### src/rtl/lif_pkg.sv
// Shared types and helpers for the LIF neuron datapath and its synaptic input stage.
// Build option: SYN_INHIBIT_EN selects signed (inhibitory-capable) weights.
package lif_pkg;

    localparam int CUR_W   = 8;
    localparam int CUR_MAX = 255;
    localparam int W_W     = 8;

`ifdef SYN_INHIBIT_EN
    typedef logic signed [W_W-1:0] weight_t;
`else
    typedef logic [W_W-1:0] weight_t;
`endif

    // Clamp a signed intermediate result into the 0..CUR_MAX current range.
    function automatic logic [CUR_W-1:0] sat_cur(input logic signed [31:0] x);
        if (x < 0)
            return '0;
        else if (x > CUR_MAX)
            return CUR_W'(CUR_MAX);
        else
            return CUR_W'(x);
    endfunction

endpackage

### src/rtl/synapse_weight_bank.sv
// Per-synapse weight register file with range-checked writes and a one-cycle write acknowledge.
// Build option: SYN_INHIBIT_EN (weights interpreted as signed via weight_t).
module synapse_weight_bank
    import lif_pkg::*;
#(
    parameter int N_IN = 4
) (
    input  logic                    clk,
    input  logic                    rst,
    input  logic                    wr_en,
    input  logic [$clog2(N_IN)-1:0] wr_addr,
    input  logic [W_W-1:0]          wr_data,
    output logic                    wr_ack,
    output weight_t                 weights [N_IN]
);

    localparam int AW = $clog2(N_IN);

    logic wr_ok;

    // Addresses past the last synapse only exist when N_IN is not a power of two.
    assign wr_ok = wr_en && (32'(wr_addr) < N_IN);

    // NOTE: the weight file is a handful of flops, not a RAM, so it is cleared on reset
    // like any other state; all sequential updates use non-blocking assignments.
    always_ff @(posedge clk) begin
        if (rst) begin
            for (int i = 0; i < N_IN; i++)
                weights[i] <= '0;
            wr_ack <= 1'b0;
        end else begin
            wr_ack <= wr_ok;
            for (int i = 0; i < N_IN; i++)
                if (wr_ok && wr_addr == AW'(i))
                    weights[i] <= weight_t'(wr_data);
        end
    end

endmodule

### src/rtl/synapse_current.sv
// Synaptic input stage: spike register, weighted adder tree and leaky saturating trace.
// Build option: SYN_INHIBIT_EN enables signed weights and a clamp at zero.
module synapse_current
    import lif_pkg::*;
#(
    parameter int N_IN        = 4,
    parameter int DECAY_SHIFT = 1
) (
    input  logic                    clk,
    input  logic                    rst,
    input  logic [N_IN-1:0]         spike_in,
    input  logic                    wr_en,
    input  logic [$clog2(N_IN)-1:0] wr_addr,
    input  logic [W_W-1:0]          wr_data,
    output logic                    wr_ack,
    output logic [CUR_W-1:0]        current,
    output logic                    active
);

    localparam int SUM_W = W_W + $clog2(N_IN);
    localparam int LW    = CUR_W + 1;

    weight_t           weights [N_IN];
    logic [N_IN-1:0]   spike_q;
    logic [CUR_W-1:0]  syn;
    logic [CUR_W-1:0]  syn_next;
    logic [LW-1:0]     leak_num;
    logic [CUR_W-1:0]  leak;
    logic signed [31:0] nxt;
`ifdef SYN_INHIBIT_EN
    logic signed [SUM_W-1:0] sum;
`else
    logic [SUM_W-1:0] sum;
`endif

    synapse_weight_bank #(
        .N_IN(N_IN)
    ) u_bank (
        .clk    (clk),
        .rst    (rst),
        .wr_en  (wr_en),
        .wr_addr(wr_addr),
        .wr_data(wr_data),
        .wr_ack (wr_ack),
        .weights(weights)
    );

    // NOTE: every variable assigned in always_comb gets a default first, so no latch is inferred.
    always_comb begin
        sum = '0;
        for (int i = 0; i < N_IN; i++)
            if (spike_q[i])
                sum = sum + SUM_W'(weights[i]);
    end

    // Ceiling shift: any non-zero trace leaks at least 1, so it always reaches 0.
    assign leak_num = {1'b0, syn} + LW'((1 << DECAY_SHIFT) - 1);
    assign leak     = CUR_W'(leak_num >> DECAY_SHIFT);
    assign nxt      = 32'(syn) - 32'(leak) + 32'(sum);
    assign syn_next = sat_cur(nxt);

    always_ff @(posedge clk) begin
        if (rst) begin
            spike_q <= '0;
            syn     <= '0;
        end else begin
            spike_q <= spike_in;
            syn     <= syn_next;
        end
    end

    assign current = syn;
    assign active  = |syn;

endmodule

### config.mk
export PLATFORM = sky130hd
export DESIGN_NAME = synapse_current
export DESIGN_NICKNAME = d
export VERILOG_FILES = /design/src/rtl/lif_pkg.sv /design/src/rtl/synapse_weight_bank.sv /design/src/rtl/synapse_current.sv
export SDC_FILE = /design/constraint.sdc
export NUM_CORES = 1
export LEC_CHECK = 0
export ABC_AREA = 1
export BUFFER_PORTS_ARGS = -buffer_cell sky130_fd_sc_hd__buf_4
export CAP_MARGIN = 20
export CORE_MARGIN = 2
export CORE_UTILIZATION = 45
export CTS_CLUSTER_SIZE = 20
export DETAILED_ROUTE_END_ITERATION = 6
export GPL_TIMING_DRIVEN = 1
export PLACE_DENSITY = 0.67
export SLEW_MARGIN = 20
export SYNTH_ARGS = -nofsm -noshare
export SYNTH_HDL_FRONTEND = slang
export SYNTH_SLANG_ARGS = --single-unit
### constraint.sdc
create_clock -name clk -period 5.3 [get_ports clk]
set_input_delay 0.265 -clock clk [delete_from_list [all_inputs] [get_ports clk]]
set_output_delay 0.265 -clock clk [all_outputs]
set_load 0.1 [all_outputs]
==> out/qor.yml <==
status:
  status: "complete, no violations"
setup_path:
  crit_path_frequent_cell: "nand3_1"
  endpoint_kind: "flip-flop"
  path_max_fanout: 8
  start_kind: "flip-flop"
  crit_type: "flip-flop to flip-flop"
  slowest_delay_ps: 390
  arrival_ps: 5210
  required_ps: 5510
  cp_slowest_cell: "fa_2"
timing:
  min_period_ps: 4990
  drv_slew: 0
  finalSetupViolCount: 0
  fin_crit_sh: 0.942
  fin_skew_ps: 11.4
  whs_ps: 159
  worst_pin_slew_ps: 588
  final_hold_viol_count: 0
  fmax_mhz: 200
  slew-limit-headroom: 0.606
  tns_ps: 0
cells_and_area:
  fin_util: 0.547
  fin_nets: 744
  fillers: 871
  num_antenna_cells: 0
  finalNonFillerCells: 788
  syn2layout_area_growth_pct: 19.8
  drive_gt1_frac: 0.191
power_and_ir_drop:
  power_frac_comb: 0.699
  power_density_mw_per_mm2: 460
  p_total_uw: 2280
  ir_drop_uv: 231
  power.switching_uw: 1200
  p_int_uw: 1080
  seqPwrFrac: 0.181
  p_clk_frac: 0.120
  power_leakage_uw: 0.00239
  sw_frac_of_total: 0.527
logic_synthesis:
  syn-num-nets: 703
  dominantRegCellSynth: "dfxtp_1"
  synth_top_cells_by_area: "dfxtp_1, nand2_1, ha_1"
  syn-instance-count: 635
  synth_top_area_frac: 0.218
  synth_top_cell_by_area: "dfxtp_1"
  synthesis.area_sq_mm: 0.00414
  ys_ff_latch: 45
  synth_edf_count: 0
  ys_types: 38
  synthArstFlopShare: 0
  ys_warn_count: 0
  syn_area_per_cell_sq_um: 6.52
  ys_seq_area_frac: 0.218
global_routing:
  grt_pass1_vias: 3781
  grt_max_degree: 39
  grt_pass1_wl_microns: 17300
  grt_antenna_before_repair: 0
  grt-ovfl-total: 0
  grt_use_total: 0.213
placed_design:
  port-buffer-count: 26
  place_congestion: 0.901
  place_inst: 778
  place_hpwl_microns: 8540
floorplanning:
  num_rows: 35
  die_area_sq_mm: 0.00998
  die_x_microns: 99.9
  core_area_sq_mm: 0.00906
  start_util: 0.457
  fp.dieH_microns: 99.9
  io_pins: 27
clocking:
  clock_sinks: 45
  root_buffer: "clkbuf_8"
  clk_pin_slew_worst_paths_ps: 100
  cts_buffers: 5
  cts_hold_buf: 0
  htree_levels: 2
  cts_tree: "done"
  clock_latency_ps: 310
  clockBufferDepth: 2
route:
  drc: 0
  finalWirelength_microns: 10800
  ant_nets: 0
  drtPass1Iterations: 5
  wl_per_cell_microns: 13.6
  dr_total_vias: 4184
  drt-vias-per-instance: 5.31
  drt_iter0_drc: 242
flow_run:
  drv_cap: 0
hold_path:
  hp-class: "input port to flip-flop"
-- worst max-delay path, delay by kind of cell, from the launching register on --
kind | cells | cell delay, ps
and+or+nand+nor | 18 | 2010
adders and majority gates | 5 | 1410
buffers and inverters | 7 | 570
AOI/OAI and AO/OA | 3 | 530
DFF | 1 | 380
-- state kept, by name, indices dropped and copies added (netlist names) --
register        count
spike_q             4
u_bank.wr_ack       1
current             8
u_bank.weights     32
-- final timing paths --
kind,start,endpoint,slack [ps],cells after the start
max,spike_q[0],current[5],310,33
min,spike_in[2],spike_q[2],160,3
max reg2reg,spike_q[0],current[5],310,33
min reg2reg,u_bank.weights[0],u_bank.weights[0],480,2
-- synthesized netlist by cell type (all sizes together) (3+ instances only) --
master and count:
inv 85, a211oi 3, o21ai 19, nor2 33
ha 46, nand4 8, nand2 202, xor2 21
clkbuf 7, o211ai 3, a31oi 6, nor3 3
fa 5, a21oi 68, nand3 53, dfxtp 45
buf 3, xnor2 8, clkinv 3, and2 3
nand3b 3, or2 3
-- power by group through the flow --
stage                     clock network (uW)  registers (uW)  logic, uW
final                                    275             413       1590
after CTS                                280             412       1480
after global placement                     0             417       1460
after detailed placement                   0             420       1470
after global routing                     296             419       1760
after floorplan                            0             534       1000
-- layout by cell type, fill, tap and decap left out, drive strengths merged, types with 6 or more instances in the layout --
| master | Yosys | routed |
|---|---|---|
| inv | 85 | 87 |
| a31oi | 6 | 6 |
| nand3 | 53 | 53 |
| nor2 | 33 | 33 |
| nand4 | 8 | 8 |
| nand2 | 202 | 202 |
| o21ai | 19 | 19 |
| buf | 3 | 44 |
| xnor2 | 8 | 8 |
| xor2 | 21 | 21 |
| dfxtp | 45 | 45 |
| ha | 46 | 46 |
| a21oi | 68 | 68 |
-- cells by family after synthesis --
group / Yosys count / synth area share
simple gates: 309 / 0.325
fa+ha+maj: 51 / 0.163
flops: 45 / 0.218
buf+inv: 98 / 0.0928
xor+xnor: 29 / 0.0613
compound gates: 103 / 0.140
-- through the flow --
stage / setup WS (ps) / area [sq um]
after global routing: -68.8 / 4960
after floorplan: 282 / 4140
after detailed placement: -82.5 / 4540
final: 307 / 4960
after global placement: -2.26 / 4540
after CTS: 14.1 / 4660
-- cell type report --
class                           count  area (sq um)  area share
Timing Repair Buffer               44           330      0.0666
Clock buffer                        5          68.8      0.0139
Clock inverter                      3          47.5     0.00959
Multi-Input combinational cell    492          3140       0.633
Sequential cell                    45           905       0.182
Tap cell                          111           139      0.0280
Inverter                           88           330      0.0666
-- routing by layer --
layer  up-vias  GRT usage  part of all wire
li1       2151          -                 -
met1      1901      0.279              0.45
met2       116      0.370              0.49
met3        16     0.0313             0.045
met4         0     0.0537             0.017
met5         -          0                 0
-- what timing repair did --
action,in CTS,in global routing
buffers inserted,0,2
pin swaps,1,25
cloned,0,0
gates resized for setup,2,55
setup endpoints to repair,8,8
Note: power is estimated with default switching activity, not from simulation.
